--- src/rtl/divider_pkg.sv ---
// ============================================================================
// Module      : divider_pkg
// Description : Shared types and helpers for the sequential restoring divider.
//               Provides the FSM state encoding, a max helper, the
//               iteration-count helper for exact/approximate modes and the
//               iteration counter width helper.
// Ports       : none (package)
// Revision    : 1.0 - initial release
// ============================================================================
`default_nettype none

package divider_pkg;

   typedef enum logic [1:0] {
      S_IDLE = 2'd0,
      S_CALC = 2'd1,
      S_FIX  = 2'd2,
      S_DONE = 2'd3
   } div_state_e;

   function automatic int max_i(input int a, input int b);
      return (a > b) ? a : b;
   endfunction

   // Approximate mode skips the APPROX_W low quotient bits entirely.
   function automatic int iter_count(input int wn, input int approx_type, input int approx_w);
      return (approx_type != 0) ? (wn - approx_w) : wn;
   endfunction

   // Counter must be able to hold the full iteration count WIDTH_N.
   function automatic int cnt_width(input int wn);
      return max_i($clog2(wn + 1), 1);
   endfunction

endpackage

`default_nettype wire

--- src/rtl/divider_sign_cond.sv ---
// ============================================================================
// Module      : divider_sign_cond
// Description : Combinational sign handling for the divider. Extracts the
//               two's-complement sign of an operand (only when SIGNED != 0)
//               and either takes the magnitude (abs_i=1) or conditionally
//               negates the value (abs_i=0, neg_i selects negation).
// Ports       : val_i  [W-1:0] operand / result value
//               abs_i           1 = produce |val_i| using its own sign
//               neg_i           negate request when abs_i = 0
//               sign_o          sign bit of val_i (0 in unsigned mode)
//               res_o  [W-1:0] magnitude or conditionally negated value
// Revision    : 1.0 - initial release
// ============================================================================
`default_nettype none

module divider_sign_cond #(
   parameter int W      = 32,
   parameter int SIGNED = 0
) (
   input  logic [W-1:0] val_i,
   input  logic         abs_i,
   input  logic         neg_i,
   output logic         sign_o,
   output logic [W-1:0] res_o
);

   logic w_neg;

   // Unsigned operation ignores the top bit entirely.
   assign sign_o = (SIGNED != 0) ? val_i[W-1] : 1'b0;
   assign w_neg  = abs_i ? sign_o : neg_i;
   // The most negative value maps onto itself, which is exactly its
   // unsigned magnitude 2^(W-1).
   assign res_o  = w_neg ? ((~val_i) + W'(1)) : val_i;

endmodule

`default_nettype wire

--- src/rtl/divider_seq.sv ---
// ============================================================================
// Module      : divider_seq
// Description : Sequential radix-2 restoring divider, one quotient bit per
//               cycle, valid/ready handshake on both sides. Optional
//               saturation of divide-by-zero and signed MIN/-1 overflow is
//               enabled by defining the macro DIVIDER_SAT_EN.
// Ports       : clk, rst_n (async, active low)
//               in_valid / in_ready    operand handshake
//               N [WIDTH_N-1:0]        dividend
//               D [WIDTH_D-1:0]        divisor
//               out_valid / out_ready  result handshake
//               Q [WIDTH_N-1:0]        quotient
//               R [WIDTH_D-1:0]        remainder
//               dbz                    divide-by-zero, qualified by out_valid
// Revision    : 1.0 - initial release
// ============================================================================
`default_nettype none

module divider_seq
   import divider_pkg::*;
#(
   parameter int WIDTH_N     = 32,
   parameter int WIDTH_D     = 16,
   parameter int SIGNED      = 0,
   parameter int APPROX_TYPE = 0,
   parameter int APPROX_W    = 16
) (
   input  logic               clk,
   input  logic               rst_n,
   input  logic               in_valid,
   output logic               in_ready,
   input  logic [WIDTH_N-1:0] N,
   input  logic [WIDTH_D-1:0] D,
   output logic               out_valid,
   input  logic               out_ready,
   output logic [WIDTH_N-1:0] Q,
   output logic [WIDTH_D-1:0] R,
   output logic               dbz
);

   localparam int               ITER   = iter_count(WIDTH_N, APPROX_TYPE, APPROX_W);
   localparam int               CNT_W  = cnt_width(WIDTH_N);
   localparam logic [CNT_W-1:0] ITER_C = CNT_W'(ITER);
`ifdef DIVIDER_SAT_EN
   localparam logic [WIDTH_N-1:0] Q_MAXP = {1'b0, {(WIDTH_N-1){1'b1}}};
   localparam logic [WIDTH_N-1:0] Q_MINN = {1'b1, {(WIDTH_N-1){1'b0}}};
`endif

   div_state_e state_q, state_d;

   logic [WIDTH_N-1:0] dvd_q,  dvd_d;    // dividend magnitude, consumed MSB-first
   logic [WIDTH_N-1:0] quo_q,  quo_d;    // quotient magnitude being built
   logic [WIDTH_D-1:0] rem_q,  rem_d;    // partial remainder (always < |D|)
   logic [WIDTH_D-1:0] dmag_q, dmag_d;   // divisor magnitude
   logic [CNT_W-1:0]   cnt_q,  cnt_d;
   logic               sgnq_q, sgnq_d;   // quotient must be negated
   logic               sgnr_q, sgnr_d;   // remainder must be negated
   logic [WIDTH_N-1:0] q_q,    q_d;
   logic [WIDTH_D-1:0] r_q,    r_d;
   logic               dbz_q,  dbz_d;

   logic               w_accept;
   logic               w_dzero;
   logic               w_sn, w_sd;
   logic [WIDTH_N-1:0] w_nmag;
   logic [WIDTH_D-1:0] w_dmag;
   logic [WIDTH_D:0]   w_rem_sh;
   logic [WIDTH_D:0]   w_dext;
   logic [WIDTH_D:0]   w_diff;
   logic               w_sub_ok;
   logic [WIDTH_N-1:0] w_q_mag;
   logic [WIDTH_N-1:0] w_q_neg;
   logic               w_q_msb;
   logic [WIDTH_N-1:0] w_q_fix;
   logic [WIDTH_D-1:0] w_r_fix;
   logic [WIDTH_N-1:0] w_dbz_q;
   logic [1:0]         w_unused;

   // ------------------------------------------------------------------
   // Operand conditioning and result sign application
   // ------------------------------------------------------------------
   divider_sign_cond #(.W(WIDTH_N), .SIGNED(SIGNED)) u_abs_n (
      .val_i  (N),
      .abs_i  (1'b1),
      .neg_i  (1'b0),
      .sign_o (w_sn),
      .res_o  (w_nmag)
   );

   divider_sign_cond #(.W(WIDTH_D), .SIGNED(SIGNED)) u_abs_d (
      .val_i  (D),
      .abs_i  (1'b1),
      .neg_i  (1'b0),
      .sign_o (w_sd),
      .res_o  (w_dmag)
   );

   // sign_o here is the MSB of the quotient magnitude in signed mode; a set
   // MSB with a positive result sign is the MIN/-1 overflow case.
   divider_sign_cond #(.W(WIDTH_N), .SIGNED(SIGNED)) u_neg_q (
      .val_i  (w_q_mag),
      .abs_i  (1'b0),
      .neg_i  (sgnq_q),
      .sign_o (w_q_msb),
      .res_o  (w_q_neg)
   );

   assign w_accept = in_valid && (state_q == S_IDLE);
   assign w_dzero  = (D == '0);

   // ------------------------------------------------------------------
   // Restoring step
   // ------------------------------------------------------------------
   assign w_rem_sh = {rem_q, dvd_q[WIDTH_N-1]};
   assign w_dext   = {1'b0, dmag_q};
   assign w_sub_ok = (w_rem_sh >= w_dext);
   assign w_diff   = w_rem_sh - w_dext;

   // After a successful subtract the result is below |D|, so its MSB is
   // always zero; the sign bit of the quotient is only needed when
   // saturation is compiled in.
   assign w_unused = {w_diff[WIDTH_D], w_q_msb};

   // ------------------------------------------------------------------
   // Result fix-up
   // ------------------------------------------------------------------
   always_comb begin
      w_q_mag = quo_q;
      if (APPROX_TYPE != 0) begin
         w_q_mag = quo_q << APPROX_W;
      end
   end

   always_comb begin
      w_q_fix = w_q_neg;
`ifdef DIVIDER_SAT_EN
      if (!sgnq_q && w_q_msb) begin
         w_q_fix = Q_MAXP;
      end
`endif
   end

   always_comb begin
      w_r_fix = sgnr_q ? ((~rem_q) + WIDTH_D'(1)) : rem_q;
      if (APPROX_TYPE != 0) begin
         w_r_fix = '0;
      end
   end

   always_comb begin
      w_dbz_q = '1;
`ifdef DIVIDER_SAT_EN
      if (SIGNED != 0) begin
         w_dbz_q = N[WIDTH_N-1] ? Q_MINN : Q_MAXP;
      end
`endif
   end

   // ------------------------------------------------------------------
   // FSM: state register
   // ------------------------------------------------------------------
   always_ff @(posedge clk or negedge rst_n) begin
      if (!rst_n) begin
         state_q <= S_IDLE;
      end else begin
         state_q <= state_d;
      end
   end

   // FSM: next state
   always_comb begin
      state_d = state_q;
      case (state_q)
         S_IDLE: if (w_accept) state_d = w_dzero ? S_DONE : S_CALC;
         S_CALC: if (cnt_q == CNT_W'(1)) state_d = S_FIX;
         S_FIX:  state_d = S_DONE;
         S_DONE: if (out_ready) state_d = S_IDLE;
         default: state_d = S_IDLE;
      endcase
   end

   // FSM: outputs
   always_comb begin
      in_ready  = (state_q == S_IDLE);
      out_valid = (state_q == S_DONE);
   end

   // ------------------------------------------------------------------
   // Datapath
   // ------------------------------------------------------------------
   always_comb begin
      dvd_d  = dvd_q;
      quo_d  = quo_q;
      rem_d  = rem_q;
      dmag_d = dmag_q;
      cnt_d  = cnt_q;
      sgnq_d = sgnq_q;
      sgnr_d = sgnr_q;
      q_d    = q_q;
      r_d    = r_q;
      dbz_d  = dbz_q;
      case (state_q)
         S_IDLE: begin
            if (w_accept) begin
               dvd_d  = w_nmag;
               dmag_d = w_dmag;
               quo_d  = '0;
               rem_d  = '0;
               cnt_d  = ITER_C;
               sgnq_d = w_sn ^ w_sd;
               sgnr_d = w_sn;
               dbz_d  = w_dzero;
               if (w_dzero) begin
                  q_d = w_dbz_q;
                  r_d = N[WIDTH_D-1:0];
               end
            end
         end
         S_CALC: begin
            rem_d = w_sub_ok ? w_diff[WIDTH_D-1:0] : w_rem_sh[WIDTH_D-1:0];
            quo_d = {quo_q[WIDTH_N-2:0], w_sub_ok};
            dvd_d = {dvd_q[WIDTH_N-2:0], 1'b0};
            cnt_d = cnt_q - CNT_W'(1);
         end
         S_FIX: begin
            q_d   = w_q_fix;
            r_d   = w_r_fix;
            dbz_d = 1'b0;
         end
         default: ;
      endcase
   end

   always_ff @(posedge clk or negedge rst_n) begin
      if (!rst_n) begin
         dvd_q  <= '0;
         quo_q  <= '0;
         rem_q  <= '0;
         dmag_q <= '0;
         cnt_q  <= '0;
         sgnq_q <= 1'b0;
         sgnr_q <= 1'b0;
         q_q    <= '0;
         r_q    <= '0;
         dbz_q  <= 1'b0;
      end else begin
         dvd_q  <= dvd_d;
         quo_q  <= quo_d;
         rem_q  <= rem_d;
         dmag_q <= dmag_d;
         cnt_q  <= cnt_d;
         sgnq_q <= sgnq_d;
         sgnr_q <= sgnr_d;
         q_q    <= q_d;
         r_q    <= r_d;
         dbz_q  <= dbz_d;
      end
   end

   assign Q   = q_q;
   assign R   = r_q;
   assign dbz = dbz_q;

endmodule

`default_nettype wire
--- config.mk ---
export PLATFORM = sky130hd
export DESIGN_NAME = divider_seq
export DESIGN_NICKNAME = d
export VERILOG_FILES = /design/src/rtl/divider_pkg.sv /design/src/rtl/divider_sign_cond.sv /design/src/rtl/divider_seq.sv
export SDC_FILE = /design/constraint.sdc
export NUM_CORES = 1
export LEC_CHECK = 0
export BUFFER_PORTS_ARGS = -buffer_cell sky130_fd_sc_hd__clkbuf_2
export CORE_MARGIN = 1.5
export CORE_UTILIZATION = 40
export CTS_CLUSTER_SIZE = 25
export DETAILED_ROUTE_END_ITERATION = 8
export SYNTH_ARGS = -nofsm -noshare
export SYNTH_HDL_FRONTEND = slang
export SYNTH_SLANG_ARGS = --single-unit
--- constraint.sdc ---
create_clock -name clk -period 2.3 [get_ports clk]
set_clock_uncertainty 0.05 [all_clocks]
set_input_delay 0.345 -clock clk [delete_from_list [all_inputs] [get_ports clk]]
set_output_delay 0.345 -clock clk [all_outputs]
set_load 0.005 [all_outputs]
== After elaboration in Yosys (flattened, before gate mapping) ==
Index checks and enable logic that the tools add are counted.
Widths: inputs -> output; s select.
Word-level totals
  flip-flop bits (word level): 153
  logic and storage cells: 52
Cells by class
  add/sub/neg operators: 2
  order comparisons: 1
  equal/unequal tests: 8
  muxes and demuxes: 22
  reductions and logical operators: 10
Operators by type and width (count)
  $pmux 32 s2: 3
  $mux 32: 4
  $mux 16: 4
  $pmux 16 s2: 2
  $ge 17x16->1: 1
  $logic_not 16->1: 1
  $sub 16x16->16: 1
  $pmux 6 s2: 1
  $mux 2: 4
  $pmux 2 s4: 1
  $eq 6x1->1 const B: 1
  $mux 6: 1
  $ne 2x1->1 const B: 3
  $reduce_and 2->1: 3
  $reduce_and 3->1: 2
  $sub 6x1->6 const B: 1
  $eq 2x2->1 const B: 2
  $reduce_bool 2->1: 2
  $eq 2x1->1 const B: 1
  $logic_not 2->1: 1
  $ne 2x2->1 const B: 1
  $pmux 1 s2: 1
  $logic_and 1x1->1: 1
  $mux 1: 1

== Depth between registers and ports, before layout ==
  word-level depth: 4
  depth in mapped cells: 11

== Cells and area by module ==
Synthesis repeated with hierarchy kept, for this count alone.
Unflattened totals
  cell total of the unflattened synthesis: 1088
  area, all modules: 9935.8 um2
Modules (own cells, without submodules)
  divider_seq: times used 1, cells an instance 797, area each 7868.8 um2, seq. area each 3878.7 um2
  divider_sign_cond at u_abs_n ...: times used 2, cells an instance 121, area each 858.3 um2, seq. area each 0.0 um2
  divider_sign_cond at u_abs_d: times used 1, cells an instance 49, area each 350.3 um2, seq. area each 0.0 um2

== Worst setup path before layout ==
OpenSTA, ideal clock, no wires.
  kind: flip-flop to flip-flop
  from: reg rem_q[11]
  to: reg rem_q[8]
  setup time: 121 ps
  arrival: 2072 ps
  data required time: 2129 ps
  setup slack: 57 ps
  stages on the path, launching flop included: 10
  buffers on the path: 2
  path through: dfrtp_1 ha_1 buf_6 a21oi_1 o21ai_0 a31o_1 o31a_1 buf_2 a31o_1 a22o_1
Between the ends
  cells in the longest elaborated chain, start to end: 3
Ends and longest elaborated chain
  start, declared: line divider_seq.sv:53  | logic [WIDTH_D-1:0] rem_q, rem_d;
  start signal, assigned: line divider_seq.sv:249  | rem_q <= rem_d;
  $ge 17x16->1: line divider_seq.sv:116  | assign w_sub_ok = (w_rem_sh >= w_dext);
  $mux 16: line divider_seq.sv:220  | rem_d = w_sub_ok ? w_diff[WIDTH_D-1:0] : w_rem_sh[WIDTH_D-1:0];
  $pmux 16 s2: line divider_seq.sv:202  | case (state_q)
Every way passes these cells.
A chain may end at the register's enable or synchronous reset.

== Worst setup path in the final report ==
  from: reg dmag_q[1]
  to: reg rem_q[15]
Between the ends
  cells in the longest elaborated chain, start to end: 3
  elaborated cells between the ends (all ways): 4
Ends and longest elaborated chain
  start, declared: line divider_seq.sv:54  | logic [WIDTH_D-1:0] dmag_q, dmag_d;
  start signal, assigned: line divider_seq.sv:250  | dmag_q <= dmag_d;
  $sub 16x16->16 / $ge 17x16->1 (equally long branches): line divider_seq.sv:117, divider_seq.sv:116
  $mux 16 (*): line divider_seq.sv:220
  $pmux 16 s2 (*): line divider_seq.sv:202
Every way passes the cells marked *; elsewhere a longest branch is shown, timed or not.

==> run_results.csv <==
group,metric,value,unit
synthesis,ys_ff_latch,153,
grt,grt_pass1_vias,5866,
worst_setup_path,end_kind,"flop",
synthesis,synth.distinct_cells,51,
detailed_routing,finalWirelength,17700,µm
timing,grt_setup_unrepaired,"yes",
final_layout,final_area,9320,µm²
detailed_routing,wire_per_inst,15.6,µm
synthesis,yosysWarnings,0,
power,power,13.4,mW
worst_setup_path,slowest_delay,420,ps
detailed_routing,detail-route-antenna-nets,0,
clock_network,h-tree-depth,4,
timing,hold-worst-slack,119,ps
power,leakagePower,4.22,nW
synthesis,ys.flop_type,"dfrtp_1",
die,initial_core_util,40.7,%
die,coreArea,18000,µm²
worst_setup_path,cp_slowest_cell,"a2111o_1",
timing,worst_pin_slew,678,ps
synthesis,avgSynthCellArea,9.82,µm²
final_layout,layout_commonest_cell,"dfrtp_1",
placed_design,place_area,8500,µm²
synthesis,syn_inst,745,
power,pwr-share-seq,31.6,%
grt,gr-max-usage-layer,"met2",
detailed_routing,detail_route.vias_per_cell,5.08,
worst_setup_path,setup.worst_path.start_class,"flop",
grt,antenna_found_initial,0,
detailed_routing,drc,0,
worst_setup_path,cp.arrival,2550,ps
final_layout,fin_util,51.9,%
die,die_y,138,µm
final_layout,final_nets,963,
timing,period_share,99.9,%
timing,slew_headroom,54.8,%
detailed_routing,dr.first_iter.drc_count,328,
final_layout,layout_common_cells,"dfrtp_1, clkbuf_2, nand2_1, o21ai_0, nor2_1",
power,switchingPower,5.24,mW
worst_setup_path,path_max_fanout,4,
die,io_pins,103,
synthesis,synth_edf_count,0,
grt,grt_max_degree,72,
clock_network,clock_sinks,153,
timing,timing.fmax,435,MHz
placed_design,hpwl,12400,µm
grt,grt_use_total,19.2,%
worst_setup_path,path_cells,"inv_1 > ha_1 > nor2b_4 > o2111ai_2 > buf_4 > a21oi_1 > nand2b_4 > a2111o_1 > a31oi_1 > o31ai_1",
timing,period_needed,2300,ps
grt,overflow,0,
power,peakVddDrop,0.000868,V
worst_setup_path,worstPathRequired,2550,ps
die,dieArea,19100,µm²
final_layout,diodes,0,
die,die_w,138,µm
power,internal_power,8.16,mW
clock_network,clockBufferDepth,2,
synthesis,synth_fp_nets,820,
grt,grt_pass1_wl,29600,µm
power,sw_frac_of_total,39.1,%
power,powerDensity,1440,nW/µm²
clock_network,clk_latency,420,ps
clock_network,path_clk_slew,70,ps
grt,met3_usage,3.78,%
final_layout,drive_above_1_share,27.9,%
worst_hold_path,hold_class,"input port to flop",
placed_design,dp.cells,1090,
status,status,"completed",
power,clkPwrFrac,20.0,%
timing,finalMaxSlewViolations,0,
detailed_routing,dr.pass1.iters,7,
final_layout,area_growth,27.3,%
timing,setup_viol_count_final,0,
clock_network,cts_root_buf,"clkbuf_16",
power,combinationalPowerShare,48.4,%
placed_design,gp_congestion,0.878,
die,num_rows,49,
detailed_routing,via_count,5735,
clock_network,cts_made_buffers,17,
synthesis,synthArstFlopShare,100,%
grt,met2_usage,31.8,%
synthesis,netlist_area,7320,µm²
clock_network,cts_tree,"done",
final_layout,final_cells,1129,
synthesis,ys_seq_area_share,52.3,%
grt,grtUsageMet1,25.7,%
placed_design,port_buffers,102,
timing,finalHoldViolCount,0,
run,max_cap_violations,0,
worst_setup_path,critPathKind,"flop to flop",
[state kept, by name (all words and copies together), names as in the netlist]
register  count
quo_q        32
dbz           1
dvd_q        32
dmag_q       16
rem_q        16
state_q       2
Q            32
R            16
cnt_q         6
[cell families (layout without fill, tap and decap cells)]
kind of cell	after synthesis	in the layout	synth area share, %
AOI/OAI and AO/OA	182	182	15.0
xor gates and xnor gates	14	14	1.68
adders and majority gates	23	23	4.04
buffers and inverters	105	260	5.92
DFF	153	153	52.3
muxes	65	65	9.17
and+or+nand+nor	203	203	11.9
[final cells by class]
| cell class | count | area (µm²) |
|---|---|---|
| Clock inverter | 13 | 123 |
| Inverter | 59 | 221 |
| Clock buffer | 18 | 439 |
| Sequential cell | 153 | 3830 |
| Multi-Input combinational cell | 487 | 3260 |
| Tap cell | 229 | 287 |
| Fill cell | 1676 | 8650 |
| Timing Repair Buffer | 170 | 1150 |
[per-stage QoR]
stage / TNS (ps) / worst slack [ps]
finish: 0 / 1.42
floorplan: 0 / 56.8
detailed placement: -50.4 / -27.3
global route: -501 / -131
CTS: -3.14 / -3.14
global placement: -11.3 / -9.26
[worst max-delay path: cells and delay by family (launching register included)]
family,cells,cell delay (ps)
fa+ha+maj,1,320
buf+inv,2,200
compound gates,5,950
simple gates,2,310
flops,1,350
[what timing repair did]
item | in CTS | in global routing
setup buffers | 0 | 7
endpoints found under the setup margin | 5 | 17
pin swaps | 3 | 19
endpoints found under the hold margin | 48 | 0
hold buffers | 1 | 0
resized for setup | 9 | 28
[worst paths after layout]
check                      cells after the start       from  slack (ps)          to
min                                            2      D[15]         120  dmag_q[15]
max reg2reg                                   10  dmag_q[1]           1   rem_q[15]
min in group asynchronous                      2      rst_n         400       Q[25]
min reg2reg                                    2   quo_q[0]         420    quo_q[0]
max in group asynchronous                      3      rst_n        1160   dvd_q[13]
max                                           10  dmag_q[1]           1   rem_q[15]
[layer usage]
metal / part of all wire, % / up-vias / routed length, µm
li1: - / 2856 / -
met1: 47 / 2734 / 8220
met2: 49 / 122 / 8590
met3: 3.3 / 23 / 580
met4: 1.5 / 0 / 269
met5: 0 / - / 0
[synth_stat cells, types with 3 or more instances]
| cell | number | area, µm² |
|---|---|---|
| dfrtp_1 | 153 | 3830 |
| nand2_1 | 92 | 345 |
| o21ai_0 | 72 | 360 |
| nor2_1 | 62 | 233 |
| inv_1 | 59 | 221 |
| mux2i_1 | 49 | 490 |
| a31oi_1 | 35 | 219 |
| a21oi_1 | 32 | 160 |
| clkbuf_1 | 27 | 101 |
| nand3_1 | 24 | 120 |
| ha_1 | 22 | 275 |
| buf_2 | 16 | 80.1 |
| mux2_2 | 16 | 180 |
| xnor2_1 | 8 | 70.1 |
| xor2_1 | 6 | 52.6 |
| a21o_1 | 5 | 37.5 |
| a32oi_1 | 5 | 43.8 |
| nor4_1 | 5 | 31.3 |
| o31ai_1 | 5 | 37.5 |
| o21a_1 | 4 | 30.0 |
| a22o_1 | 3 | 26.3 |
| nand2b_1 | 3 | 18.8 |
| nor2b_1 | 3 | 18.8 |
| nor3_1 | 3 | 15.0 |
| o211ai_1 | 3 | 22.5 |
| o21ai_1 | 3 | 15.0 |
[power groups by stage]
stage	Sequential (mW)	Combinational [mW]	Clock [mW]
floorplan	4.19	3.79	0
global placement	4.22	5.97	0
detailed placement	4.25	6.04	0
CTS	4.23	6.16	2.75
global route	4.36	7.23	2.85
finish	4.23	6.49	2.68
Note: power is estimated with default switching activity, not from simulation.
